## config.mk

```make
export PLATFORM = sky130hd
export DESIGN_NAME = alu_addlogic_unit_flat
export DESIGN_NICKNAME = d
export VERILOG_FILES = /design/src/rtl/alu_addlogic_unit_if.sv /design/src/rtl/alu_addlogic_unit.sv /design/src/flat_wrapper.sv
export SDC_FILE = /design/constraint.sdc
export NUM_CORES = 1
export LEC_CHECK = 0
export CAP_MARGIN = 25
export CORE_MARGIN = 8
export CORE_UTILIZATION = 30
export DETAILED_ROUTE_END_ITERATION = 10
export HOLD_SLACK_MARGIN = 0.03
export PLACE_DENSITY = 0.52
export SYNTH_ARGS = -nofsm -noshare
export SYNTH_HDL_FRONTEND = slang
export SYNTH_SLANG_ARGS = --single-unit
```

## constraint.sdc

```tcl
create_clock -name clk -period 3.5 [get_ports clk]
set_input_delay 0.7 -clock clk [delete_from_list [all_inputs] [get_ports clk]]
set_output_delay 0.7 -clock clk [all_outputs]
set_load 0.005 [all_outputs]
```

## src/rtl/alu_addlogic_unit_if.sv

```systemverilog
// Issue/result bundle between the register-file read stage and the ADD/AND/OR slice.
// The master issues operands and control; the slave returns the registered result and flags.
interface alu_addlogic_unit_if;
    logic        in_valid;
    logic [1:0]  op;
    logic        sbit;
    logic [2:0]  srcontrol;
    logic [4:0]  shamt;
    logic [31:0] in1;
    logic [31:0] in2;
    logic [31:0] result;
    logic [3:0]  flags;
    logic        out_valid;

    modport master (
        output in_valid, op, sbit, srcontrol, shamt, in1, in2,
        input  result, flags, out_valid
    );

    modport slave (
        input  in_valid, op, sbit, srcontrol, shamt, in1, in2,
        output result, flags, out_valid
    );
endinterface

```

## src/rtl/alu_addlogic_unit.sv

```systemverilog
// Registered 32-bit ADD/AND/OR slice with a shift/rotate modifier on operand B.
// Flags are kept as {N,Z,C,V}, and the result is available one cycle after issue.
module alu_addlogic_unit (
    input  logic             clk,
    input  logic             reset,
    alu_addlogic_unit_if.slave bus
);

    typedef enum logic [1:0] {
        OP_ADD = 2'b00,
        OP_AND = 2'b01,
        OP_OR  = 2'b10,
        OP_NOP = 2'b11
    } op_t;

    typedef enum logic [2:0] {
        MOD_LSR = 3'b001,
        MOD_LSL = 3'b010,
        MOD_ROR = 3'b011
    } mod_t;

    logic [31:0] b_operand;
    logic [63:0] rot_wide;
    logic [32:0] sum;
    logic [31:0] next_result;
    logic [3:0]  next_flags;
    op_t         op_dec;

    assign op_dec = op_t'(bus.op);

    always_comb begin
        b_operand = bus.in2;
        rot_wide  = {bus.in2, bus.in2} >> bus.shamt;
        case (bus.srcontrol)
            MOD_LSR: b_operand = bus.in2 >> bus.shamt;
            MOD_LSL: b_operand = bus.in2 << bus.shamt;
            MOD_ROR: b_operand = rot_wide[31:0];
            default: b_operand = bus.in2;
        endcase
    end

    assign sum = {1'b0, bus.in1} + {1'b0, b_operand};

    // AND/OR have no carry or overflow, so C and V carry over from the last flag write.
    always_comb begin
        next_result = bus.result;
        next_flags  = bus.flags;
        case (op_dec)
            OP_ADD: begin
                next_result   = sum[31:0];
                next_flags[1] = sum[32];
                next_flags[0] = (bus.in1[31] == b_operand[31]) && (sum[31] != bus.in1[31]);
            end
            OP_AND:  next_result = bus.in1 & b_operand;
            OP_OR:   next_result = bus.in1 | b_operand;
            default: next_result = bus.result;
        endcase
        next_flags[3] = next_result[31];
        next_flags[2] = (next_result == 32'd0);
    end

    always_ff @(posedge clk or posedge reset) begin
        if (reset) begin
            bus.result    <= 32'd0;
            bus.flags     <= 4'b0000;
            bus.out_valid <= 1'b0;
        end else begin
            bus.out_valid <= bus.in_valid;
            if (bus.in_valid && op_dec != OP_NOP) begin
                bus.result <= next_result;
                if (bus.sbit) begin
                    bus.flags <= next_flags;
                end
            end
        end
    end

endmodule

```

## src/flat_wrapper.sv

```systemverilog
// flat-port wrapper written by rule: the top's interface ports become plain ports
module alu_addlogic_unit_flat 
  (clk, reset, bus_in_valid, bus_op, bus_sbit, bus_srcontrol, bus_shamt, bus_in1, bus_in2, bus_result, bus_flags, bus_out_valid);
  alu_addlogic_unit_if bus_i ();
  input  logic clk;
  input  logic reset;
  input wire logic [$bits(bus_i.in_valid)-1:0] bus_in_valid;
  input wire logic [$bits(bus_i.op)-1:0] bus_op;
  input wire logic [$bits(bus_i.sbit)-1:0] bus_sbit;
  input wire logic [$bits(bus_i.srcontrol)-1:0] bus_srcontrol;
  input wire logic [$bits(bus_i.shamt)-1:0] bus_shamt;
  input wire logic [$bits(bus_i.in1)-1:0] bus_in1;
  input wire logic [$bits(bus_i.in2)-1:0] bus_in2;
  output wire logic [$bits(bus_i.result)-1:0] bus_result;
  output wire logic [$bits(bus_i.flags)-1:0] bus_flags;
  output wire logic [$bits(bus_i.out_valid)-1:0] bus_out_valid;
  assign bus_i.in_valid = bus_in_valid;
  assign bus_i.op = bus_op;
  assign bus_i.sbit = bus_sbit;
  assign bus_i.srcontrol = bus_srcontrol;
  assign bus_i.shamt = bus_shamt;
  assign bus_i.in1 = bus_in1;
  assign bus_i.in2 = bus_in2;
  assign bus_result = bus_i.result;
  assign bus_flags = bus_i.flags;
  assign bus_out_valid = bus_i.out_valid;
  alu_addlogic_unit u_core (.clk(clk), .reset(reset), .bus(bus_i));
endmodule
```

[Word level (Yosys, flattened, before mapping)]
Index checks and enable logic that the tools add are counted.
Operators by class
  add/sub/neg operators: 1
  multiply operators: 0
  div/mod/pow operators: 0
  magnitude comparators: 0
  equal/unequal tests: 8
  shift operators: 3
  muxes and demuxes: 2
  bitwise gates (word level): 2
  reductions and logical operators: 6
Operators with widths (number)
  32-bit case mux with 3 select lines: 2
  64-bit by 5-bit right shift with 32-bit output: 1
  32-bit by 32-bit adder with 33-bit output: 1
  32-bit bitwise AND: 1
  32-bit logical NOT: 1
  32-bit OR: 1
  32-bit by 5-bit << shifter with 32-bit output: 1
  32-bit by 5-bit right shift with 32-bit output: 1
  3-bit by 2-bit equality test with 1-bit output, second input constant: 2
  3-bit by 1-bit equality test with 1-bit output, second input constant: 1
  3-bit AND reduction: 1
  2-bit by 1-bit equality test with 1-bit output, second input constant: 1
  2-bit equality test, second input constant: 1
  1-bit logical AND: 2
  2-bit logical NOT: 1
  2-bit != test, second input constant: 1
  2-bit AND reduction: 1
  1-bit equality test: 1
  1-bit != test: 1
Storage, ports and cells
  bits in registers: 37
  bits in latches: 0
  memory bits (writable): 0
  ROM bits: 0
  input bits: 78
  output and inout bits: 37
  memories: 0

[Depth between registers and ports, before layout]
Gate-level depths: netlist (run 1).
  depth after elaboration: 5
  mapped depth: 25
  gate-level depth less buffers: 22

[Worst setup path before layout (run 1)]
Ideal clock, no wire load.
  path type: input -> register
  start point: input bus_shamt[0]
  end point: register u_core.bus.flags[2]
  library setup time: 0.095 ns
  arrival: 4.723 ns
  data required time: 3.405 ns
  slack: -1.319 ns
  stages on the path: 24
  path buffers: 4
  path through: buf_2 -> buf_2 -> buf_2 -> nand2_1 -> a2bb2oi_1 -> nor2_1 -> a31oi_1 -> mux2_2 -> mux2i_1 -> nor2_1 -> o221ai_1 -> inv_1 -> ha_1 -> buf_6 -> a21o_1 -> a211o_1 -> o22ai_2 -> o21ai_1 -> a31o_1 -> a211o_1 -> a21oi_2 -> xnor2_1 -> a41oi_1 -> o31ai_1
On the way
  word-level cells in the longest chain between the ends: 5
  elaborated cells between the ends (all ways): 9
Ends and longest elaborated chain
  start: declaration: RTL line flat_wrapper.sv:11  | input wire logic [$bits(bus_i.shamt)-1:0] bus_shamt;
  64-bit by 5-bit right shift with 32-bit output, or another cell as far along: RTL line alu_addlogic_unit.sv:33  | rot_wide = {bus.in2, bus.in2} >> bus.shamt;
  32-bit case mux with 3 select lines (*): RTL line alu_addlogic_unit.sv:34  | case (bus.srcontrol)
  32-bit by 32-bit adder with 33-bit output, or another cell as far along: RTL line alu_addlogic_unit.sv:42  | assign sum = {1'b0, bus.in1} + {1'b0, b_operand};
  32-bit case mux with 3 select lines (*): RTL line alu_addlogic_unit.sv:48  | case (op_dec)
  32-bit logical NOT (*): RTL line alu_addlogic_unit.sv:59  | next_flags[2] = (next_result == 32'd0);
  end signal: assignment: RTL line alu_addlogic_unit.sv:72  | bus.flags <= next_flags;
  end: declaration: RTL line alu_addlogic_unit_if.sv:22  | output result, flags, out_valid
Every way passes the cells marked *; elsewhere a longest branch is shown, timed or not.
A chain may end at the register's enable or synchronous reset.

[Final worst setup path (run 1)]
  start point: input bus_shamt[1]
  end point: register u_core.bus.flags[2]
The elaborated chain is that of the path after synthesis.

==> metrics.yaml, run 1 <==
drtIter0Drc: 1029
overflow: 0
gp_congestion: 1.03
clock_sinks: 37
fmax_mhz: 210
critPathMaxStageDelay_ns: 0.42
critPathBufInv: 7
postSynthCellCount: 1252
power.leakage_nw: 7.22
core_um2: 27000
initial_core_util_pct: 30.6
sw_frac_of_total_pct: 43.2
worstSetupStartpointType: "input port"
p_switching_mw: 1.91
drv_slew: 0
required_ns: 3.69
power_density_nw_per_um2: 272
clock_latency_ns: 0.29
violations: "negative setup slack"
cts_max_path_buffers: 2
synth_seq_cells: 37
synth_ff_type: "dfrtp_1"
dp_hpwl_mm: 36.6
fin_ws_ns: -1.27
synth_area_um2: 8270
cts_tree: "done"
num-nets-final: 1952
diodes: 0
pwr-share-comb_pct: 77.2
hold_path.class: "flop to flop"
cts_inserted_buffers: 5
first_global_vias: 11800
wl_per_cell_um: 21.6
regToRegSetupSlack_ns: 1.20
irDropWorstVdd_uv: 223
slew_headroom_pct: 48.7
antenna_found_initial: 0
hold_violations: 0
ant_nets: 0
die_height_um: 182
num_rows: 60
clock-root-buffer: "clkbuf_16"
dr.pass1.iters: 5
grt_pass1_wl_mm: 69.7
arrival_ns: 4.97
ys_async_sr_fraction_pct: 100
whs_ns: 0.471
clkPwrFrac_pct: 10.1
vias: 11800
synth.avg_cell_area_um2: 6.61
path_clk_slew_ns: 0.06
p_seq_share_pct: 12.7
grt_usage_pct: 26.8
finalInstanceArea_um2: 16300
area_growth_pct: 97.0
ys_seq_area_share_pct: 11.2
worstPathMaxFanout: 6
hold_buffers: 0
io_pins: 115
post_dp_cell_area_um2: 13000
synthDistinctLibCells: 75
finClkSkew_ns: 0.00378
tightestPinTransition_ns: 0.762
final_core_utilization_pct: 60.3
port-buffer-count: 114
synth_nets: 1395
die_area_um2: 33200
rsz0062_at_grt: "yes"
synth_edf_count: 0
p_int_mw: 2.52
viasPerCell: 5.50
fin_crit_sh_pct: 136
maxCapViolations: 0
fin_crit_ns: 4.77
cp_top_family: "simple AND/OR/NAND/NOR gates"
grt_max_degree: 49
outcome: "complete, but fails checks"
wl_mm: 46.5
worst-setup-path-type: "input port to flop"
crit_path_end_kind: "flop"
die_w_um: 182
drive_gt1_share_pct: 51.7
yosys_warnings: 0
finalSetupViolCount: 34
slowest_stage: "or3_4"
tns_ns: -25.15
post-place-ws_ns: -2.06
htree_levels: 2
drcViolationCount: 0
registers in the layout, summed over array words and instances, names as in the netlist:
| signal | cells |
|---|---|
| u_core.bus.result | 32 |
| u_core.bus.flags | 4 |
| u_core.bus.out_valid | 1 |
synthesized netlist by cell type, types with 7 or more instances:
master / count / area, um2
a21o_1: 14 / 105
a21oi_1: 92 / 460
a22oi_1: 11 / 82.6
a31oi_1: 13 / 81.3
and2_1: 14 / 87.6
buf_1: 9 / 33.8
buf_2: 22 / 110
clkbuf_1: 49 / 184
dfrtp_1: 37 / 926
ha_1: 64 / 801
inv_1: 66 / 248
mux2_2: 12 / 135
mux2i_1: 78 / 781
mux4_2: 8 / 180
nand2_1: 164 / 616
nand2b_1: 35 / 219
nand3_1: 19 / 95.1
nand4_1: 16 / 100
nor2_1: 160 / 601
nor3_1: 14 / 70.1
nor4_1: 9 / 56.3
o2111ai_1: 8 / 70.1
o211ai_1: 11 / 82.6
o21a_1: 20 / 150
o21ai_0: 156 / 781
o22ai_1: 12 / 75.1
or3_1: 7 / 43.8
xnor2_1: 19 / 166
xor2_1: 9 / 78.8
cell type report:
class / count / area (um2)
clock buffers: 6 / 129
clock inverters: 2 / 10.0
fillers: 2455 / 10700
inverters: 70 / 278
multi-input cells: 1063 / 9120
flip-flops and latches: 37 / 926
well taps: 341 / 427
repair buffers: 631 / 5400
repair inverters: 1 / 8.76
kinds of logic (layout without fill, tap and decap cells):
kind of cell | Yosys count | in the layout | synth area share (%)
simple gates | 466 | 466 | 25.2
buf+inv | 152 | 710 | 7.36
flops | 37 | 37 | 11.2
mux | 98 | 98 | 13.2
fa+ha+maj | 65 | 65 | 9.92
xor+xnor | 28 | 28 | 2.96
compound gates | 406 | 406 | 30.1
layer usage:
metal  vias up  wire length, um  part of all wire (%)  global-route usage [%]
met5         -                0                     0                       0
li1       5588                -                     -                       -
met2       477            20900                    45                    42.3
met4         0              787                   1.7                    4.23
met3        53             3630                   7.8                    4.97
met1      5718            21200                    46                    37.8
worst reg2reg max path, stage by stage (launching register included):
cell,delay [ns]
dfrtp_1,0.42
nor4_1,0.40
nand4_1,0.16
o41ai_1,0.10
a21oi_1,0.12
nor4_1,0.15
a21boi_0,0.24
and4_1,0.31
nand4b_1,0.12
o31ai_1,0.19
path summary, 6_finish.rpt:
kind | startpoint | endpoint | depth (start not counted)
min | u_core.bus.flags[0] | u_core.bus.flags[0] | 2
max in group asynchronous | reset | u_core.bus.result[0] | 3
max | bus_shamt[1] | u_core.bus.flags[2] | 25
max reg2reg | u_core.bus.result[3] | u_core.bus.flags[2] | 9
min reg2reg | u_core.bus.flags[0] | u_core.bus.flags[0] | 2
min in group asynchronous | reset | u_core.bus.result[28] | 3
layout by cell type, fill, tap and decap left out, drive strengths merged, types with 6 or more instances in the layout:
| master | synthesis | routed |
|---|---|---|
| o21a | 20 | 20 |
| a21o | 15 | 15 |
| nor4 | 9 | 9 |
| mux2 | 12 | 12 |
| mux4 | 8 | 8 |
| ha | 64 | 64 |
| a31oi | 13 | 13 |
| nor3 | 15 | 15 |
| o211ai | 11 | 11 |
| nand2 | 164 | 164 |
| xor2 | 9 | 9 |
| clkbuf | 49 | 7 |
| dfrtp | 37 | 37 |
| a211o | 6 | 6 |
| and2 | 14 | 14 |
| a21oi | 93 | 93 |
| buf | 33 | 528 |
| xnor2 | 19 | 19 |
| inv | 70 | 71 |
| nand3 | 19 | 19 |
| nand4 | 16 | 16 |
| dlygate4sd2 | 0 | 22 |
| nor2b | 6 | 6 |
| a22oi | 12 | 12 |
| nor2 | 161 | 161 |
| o22ai | 13 | 13 |
| o2111ai | 8 | 8 |
| mux2i | 78 | 78 |
| or3 | 7 | 7 |
| o221ai | 6 | 6 |
| o21ai | 159 | 159 |
| clkdlybuf4s15 | 0 | 7 |
| clkdlybuf4s50 | 0 | 73 |
| nand2b | 35 | 35 |
metrics by stage:
step | power (mW) | cells
2_1_floorplan | 1.78 | 1252
3_3_place_gp | 3.10 | 2046
3_5_place_dp | 3.10 | 2046
4_1_cts | 4.07 | 2126
5_1_grt | 4.65 | 2151
6_report | 4.43 | 2151
power by group through the flow:
stage / Combinational [mW] / Clock [mW] / Sequential, mW
after floorplan: 1.22 / 0 / 0.562
after global placement: 2.53 / 0 / 0.569
after detailed placement: 2.53 / 0 / 0.569
after CTS: 3.06 / 0.450 / 0.563
after global routing: 3.61 / 0.468 / 0.574
final: 3.42 / 0.446 / 0.564
timing repair:
item / 4_1_cts / 5_1_grt
endpoints found under the setup margin: 36 / 35
buffers inserted: 76 / 34
resized for setup: 475 / 154
pin swaps: 133 / 136
gates cloned: 3 / 1
(Power assumes the default switching activity.)
==> run 2, diff against run 1 <==
--- a/config.mk
+++ b/config.mk
@@ -11,6 +11,7 @@
 export DETAILED_ROUTE_END_ITERATION = 10
 export HOLD_SLACK_MARGIN = 0.03
 export PLACE_DENSITY = 0.52
+export RECOVER_POWER = 100
 export SYNTH_ARGS = -nofsm -noshare
 export SYNTH_HDL_FRONTEND = slang
 export SYNTH_SLANG_ARGS = --single-unit
==> metrics.yaml, run 2 (synthesis results as in run 1) <==
cts_inserted_buffers: 5  # unchanged
crit_path_end_kind: "flop"  # unchanged
final_core_utilization_pct: 60.3  # about the same
wl_mm: 46.4  # was 46.5 mm
fillCellCount: 2456  # was 2455
num-nets-final: 1952  # unchanged
grt_pass1_wl_mm: 69.7  # unchanged
clock_sinks: 37  # unchanged
final-seq-area_um2: 926  # unchanged
finClkSkew_ns: 0.00316  # was 0.00378 ns
clock_latency_ns: 0.29  # about the same
arrival_ns: 4.97  # about the same
core_um2: 27000  # unchanged
gp_congestion: 1.03  # unchanged
sw_frac_of_total_pct: 43.4  # was 43.2%
largest_register: "u_core.bus.result"  # unchanged
path_clk_slew_ns: 0.06  # about the same
final_common_cell: "buf_4"  # unchanged
die_height_um: 182  # unchanged
dp_hpwl_mm: 36.6  # unchanged
drive_gt1_share_pct: 51.6  # was 51.7%
dr.pass1.iters: 5  # unchanged
overflow: 0  # unchanged
violations: "max-capacitance violations, max-slew violations, negative setup slack"  # was negative setup slack
fin_ws_ns: -1.28  # was -1.27 ns
hold_path.class: "flop to flop"  # unchanged
worstPathMaxFanout: 6  # unchanged
tightestPinTransition_ns: 2.00  # was 0.762 ns
p_int_mw: 2.49  # was 2.52 mW
maxCapViolations: 1  # was 0
die_w_um: 182  # unchanged
first_global_vias: 11800  # unchanged
irDropWorstVdd_uv: 222  # was 223 uV
initial_core_util_pct: 30.6  # unchanged
drtIter0Drc: 1005  # was 1029
hold_violations: 0  # unchanged
die_area_um2: 33200  # unchanged
drcViolationCount: 0  # unchanged
pwr-share-comb_pct: 77.1  # was 77.2%
cts_tree: "done"  # unchanged
htree_levels: 2  # unchanged
required_ns: 3.69  # about the same
grt_max_degree: 49  # unchanged
antenna_found_initial: 0  # unchanged
num_rows: 60  # unchanged
clock-root-buffer: "clkbuf_16"  # unchanged
fmax_mhz: 209  # was 210 MHz
drv_slew: 38  # was 0
slowest_stage: "or3_4"  # unchanged
vias: 11900  # was 11800
ant_nets: 0  # unchanged
cts_max_path_buffers: 2  # unchanged
port-buffer-count: 114  # unchanged
outcome: "complete, but fails checks"  # unchanged
viasPerCell: 5.52  # was 5.50
tns_ns: -25.47  # was -25.15 ns
final_cell_mix: "448 x buf_4, 150 x nand2_1, 133 x nor2_1, 62 x o21ai_1, 54 x o21ai_2"  # was 450 x buf_4, 150 x nand2_1, 133 x nor2_1, 73 x clkdlybuf4s50_1, 62 x o21ai_1
p_switching_mw: 1.91  # about the same
diodes: 0  # unchanged
fin_crit_ns: 4.78  # was 4.77 ns
io_pins: 115  # unchanged
rsz0062_at_grt: "yes"  # unchanged
multiInputGateArea_um2: 9120  # unchanged
wl_per_cell_um: 21.6  # about the same
p_seq_share_pct: 12.7  # about the same
worstSetupStartpointType: "input port"  # unchanged
power.leakage_nw: 7.24  # was 7.22 nW
clkPwrFrac_pct: 10.2  # was 10.1%
largestRegisters: "u_core.bus.result: 32 flops, u_core.bus.flags: 4 flops, u_core.bus.out_valid: 1 flops"  # unchanged
area_growth_pct: 96.9  # was 97.0%
finalSetupViolCount: 34  # unchanged
slew_headroom_pct: -33.2  # was 48.7%
critPathMaxStageDelay_ns: 0.41  # was 0.42 ns
largest_reg_flops: 32  # unchanged
fin_crit_sh_pct: 137  # was 136%
hold_buffers: 0  # unchanged
worst-setup-path-type: "input port to flop"  # unchanged
grt_usage_pct: 26.8  # unchanged
power_density_nw_per_um2: 270  # was 272 nW/um2
power_mw: 4.40  # was 4.43 mW
-- run 2: changes by cell type in the layout (fill, tap and decap cells not counted) --
| cell | change |
|---|---|
| clkdlybuf4s50_1 | -38 |
| dlygate4sd3_1 | +38 |
| buf_4 | -2 |
| clkbuf_1 | +2 |
-- run 2: cell type report --
cell class | count | share of cell area, %
Clock buffer | 6 | 0.791
Clock inverter | 2 | 0.0614
Inverter | 70 | 1.71
Multi-Input combinational cell | 1063 | 56.0
Sequential cell | 37 | 5.68
Tap cell | 341 | 2.62
Timing Repair Buffer | 631 | 33.1
Timing Repair inverter | 1 | 0.0538
-- run 2: path summary, 6_finish.rpt --
kind	startpoint	end	slack (ns)	cells after the start
worst max-delay path	bus_shamt[1]	u_core.bus.flags[2]	-1.28	25
worst min-delay path	u_core.bus.flags[0]	u_core.bus.flags[0]	0.47	2
max in group asynchronous	reset	u_core.bus.result[0]	0.78	3
worst min register to register	u_core.bus.flags[0]	u_core.bus.flags[0]	0.47	2
worst max register to register	u_core.bus.result[3]	u_core.bus.flags[2]	1.25	9
min in group asynchronous	reset	u_core.bus.result[28]	1.57	3
-- run 2: repair_timing --
action / CTS / global route
cloned: 3 / 1
resized for setup: 475 / 154
setup endpoints to repair: 36 / 35
buffers inserted: 76 / 34
pin swaps: 133 / 136
-- run 2: power by group through the flow --
stage | clock, mW | sequential [mW] | combinational, mW
after floorplan | 0 | 0.562 | 1.22
after global placement | 0 | 0.569 | 2.53
after detailed placement | 0 | 0.569 | 2.53
after CTS | 0.450 | 0.563 | 3.06
after global routing | 0.468 | 0.571 | 3.58
final | 0.447 | 0.559 | 3.39
-- run 2: worst max-delay path: cells and delay by family --
kind | cells | cell delay, ns
AND/OR/NAND/NOR | 7 | 1.39
AO/OA/AOI/OAI | 8 | 1.33
buffers and inverters | 7 | 0.89
adder cells (fa/ha/maj) | 1 | 0.31
XOR/XNOR | 1 | 0.18
multiplexers | 1 | 0.15
-- run 2: layer usage --
metal  share of wire, %  global-route usage [%]
met5                  0                       0
met4                1.7                    4.23
met3                7.9                    4.97
met2                 45                    42.3
met1                 45                    37.8
-- run 2: per-stage QoR --
step	hold WS (ns)	cells	worst slack, ns	cell area (um2)
2_1_floorplan	0.470	1252	-0.900	8740
6_report	0.466	2151	-1.28	16300
5_1_grt	0.507	2151	-1.52	16300
4_1_cts	0.477	2126	-1.25	15400
3_5_place_dp	0.465	2046	-2.06	13000
3_3_place_gp	0.465	2046	-2.09	13000
==> run 3, diff against run 2 <==
==> constraint.sdc (replaced) <==
create_clock -name clk -period 5.3 [get_ports clk]
set_input_delay 1.06 -clock clk [delete_from_list [all_inputs] [get_ports clk]]
set_output_delay 1.06 -clock clk [all_outputs]
set_load 0.005 [all_outputs]
==> metrics.yaml, run 3 (synthesis results as in run 1) <==
port-buffer-count: 114  # unchanged
cts_max_path_buffers: 2  # unchanged
arrival_ns: 5.42  # was 4.97 ns
cts_tree: "done"  # unchanged
cts_inserted_buffers: 5  # unchanged
ant_nets: 0  # unchanged
first_global_vias: 11100  # was 11800
dr.pass1.iters: 5  # unchanged
die_area_um2: 33200  # unchanged
wl_mm: 45.3  # was 46.4 mm
io_pins: 115  # unchanged
die_height_um: 182  # unchanged
worstPathMaxFanout: 4  # was 6
post-place-ws_ns: -0.996  # was -2.06 ns
crit_path_end_kind: "flop"  # unchanged
antenna_found_initial: 0  # unchanged
fmax_mhz: 191
slew_headroom_pct: -33.3  # was -33.2%
die_w_um: 182  # unchanged
drcViolationCount: 0  # unchanged
largest_reg_flops: 32  # unchanged
hold_path.class: "flop to flop"  # unchanged
dp_hpwl_mm: 36.1  # was 36.6 mm
hold_depth: 2  # unchanged
gp_congestion: 0.931  # was 1.03
initial_core_util_pct: 30.6  # unchanged
tightestPinTransition_ns: 2.00  # about the same
irDropWorstVdd_uv: 133  # was 222 uV
viasPerCell: 5.46  # was 5.52
finClkSkew_ns: 0.00404  # was 0.00316 ns
maxCapViolations: 1  # unchanged
rr_startpoint: "u_core.bus.result[3]"  # unchanged
required_ns: 5.50  # was 3.69 ns
finalSetupViolCount: 0  # was 34
grt_max_degree: 62  # was 49
outcome: "complete, but fails checks"  # unchanged
power_density_nw_per_um2: 179  # was 270 nW/um2
rsz0062_at_grt: "yes"  # unchanged
grt_pass1_wl_mm: 66.0  # was 69.7 mm
largestRegisters: "u_core.bus.result: 32 flops, u_core.bus.flags: 4 flops, u_core.bus.out_valid: 1 flops"  # unchanged
final_core_utilization_pct: 56.3  # was 60.3%
drv_slew: 38  # unchanged
diodes: 0  # unchanged
rr_worst_depth: 9  # unchanged
fin_crit_ns: 5.22
hold_buffers: 0  # unchanged
drive_gt1_share_pct: 43.8  # was 51.6%
power.leakage_nw: 6.96  # was 7.24 nW
worstSetupStartpointType: "input port"  # unchanged
hold_violations: 0  # unchanged
power_mw: 2.72  # was 4.40 mW
num-nets-final: 1918  # was 1952
final_cell_mix: "442 x buf_4, 155 x nand2_1, 133 x nor2_1, 92 x o21ai_0, 62 x inv_1"  # was 448 x buf_4, 150 x nand2_1, 133 x nor2_1, 62 x o21ai_1, 54 x o21ai_2
reg2reg_to: "u_core.bus.flags[2]"  # unchanged
clock_sinks: 37  # unchanged
violations: "max-capacitance violations, max-slew violations"  # was max-capacitance violations, max-slew violations, negative setup slack
worst-setup-path-type: "input port to flop"  # unchanged
path_clk_slew_ns: 0.06  # about the same
vias: 11600  # was 11900
finalNonFillerCells: 2117  # was 2151
largest_register: "u_core.bus.result"  # unchanged
final_common_cell: "buf_4"  # unchanged
core_um2: 27000  # unchanged
area_growth_pct: 84.0  # was 96.9%
clock_latency_ns: 0.28  # was 0.29 ns
htree_levels: 2  # unchanged
overflow: 0  # unchanged
regToRegSetupSlack_ns: 3.00  # was 1.25 ns
wl_per_cell_um: 21.4  # was 21.6 um
drtIter0Drc: 966  # was 1005
fillCellCount: 2557  # was 2456
grt_usage_pct: 25.3  # was 26.8%
hold-path-endpoint: "u_core.bus.result[2]"  # was u_core.bus.flags[0]
clock-root-buffer: "clkbuf_16"  # unchanged
holdCritStartpoint: "u_core.bus.result[2]"  # was u_core.bus.flags[0]
fin_ws_ns: 0.0754  # was -1.28 ns
dp.cells: 2038  # was 2046
num_rows: 60  # unchanged
fin_crit_sh_pct: 98.6
## run 3: cell count changes in the layout (fill, tap and decap cells not counted), sizes merged, moves of 2 or more
cell / delta
dlymetal6s2s: +12
clkdlybuf4s15: -5
dlygate4sd2: -6
clkinv: -2
clkbuf: +12
buf: -46
## run 3: worst max path at each step
stage | start | to | cells past startpoint
floorplan | bus_shamt[0] | u_core.bus.flags[2] | 24
detailed placement | bus_srcontrol[0] | u_core.bus.flags[2] | 23
finish | bus_in2[0] | u_core.bus.flags[2] | 21
global route | bus_in2[8] | u_core.bus.flags[3] | 23
CTS | bus_in2[12] | u_core.bus.flags[2] | 22
global placement | bus_srcontrol[0] | u_core.bus.flags[2] | 23
## run 3: cell type report
cell class                      count  area [um2]  share of cell area, %
Tap cell                          341         427                   2.80
Sequential cell                    37         926                   6.08
Multi-Input combinational cell   1063        8330                   54.7
Clock buffer                        7         143                  0.937
Timing Repair Buffer              598        5100                   33.5
Inverter                           70         275                   1.81
Clock inverter                      1        30.0                  0.197
## run 3: repair_timing
| action | in CTS | in global routing |
|---|---|---|
| setup buffers | 23 | 42 |
| pin swaps | 52 | 111 |
| gates resized for setup | 192 | 271 |
| endpoints found under the setup margin | 21 | 16 |
| cloned | 0 | 6 |
## run 3: through the flow
step                cell area (um2)  hold slack [ns]  setup TNS (ns)
global placement              12700            0.461          -14.27
CTS                           13600            0.476               0
detailed placement            12700            0.462          -14.14
global route                  15200            0.484          -0.354
finish                        15200            0.465               0
floorplan                      8270            0.470               0
## run 3: layer usage
layer	vias to the layer above	GRT usage, %	share of wire (%)
li1	5540	-	-
met1	5575	36.1	47
met2	405	40.3	45
met3	34	4.39	7.2
met4	0	2.59	1.4
met5	-	0	0
## run 3: worst max-delay path, stage by stage
cell and delay (ns):
dlygate4sd2_1 0.30, nand2_2 0.16, a2bb2oi_2 0.20, nor2_1 0.15, a31oi_2 0.07, mux2_4 0.33, o22ai_4 0.20, nand2_1 0.08
o211ai_1 0.18, o21ai_1 0.14, ha_1 0.36, buf_4 0.16, a211o_1 0.31, a22oi_2 0.33, a31oi_2 0.15, nor2_2 0.23
xnor2_2 0.16, nand4_1 0.17, nor4b_4 0.26, a41oi_2 0.16, o31ai_2 0.24
## run 3: where the power goes
group | internal [mW] | switching [mW]
registers | 0.331 | 0.0388
logic | 1.02 | 0.974
clock network | 0.235 | 0.120
total | 1.58 | 1.13
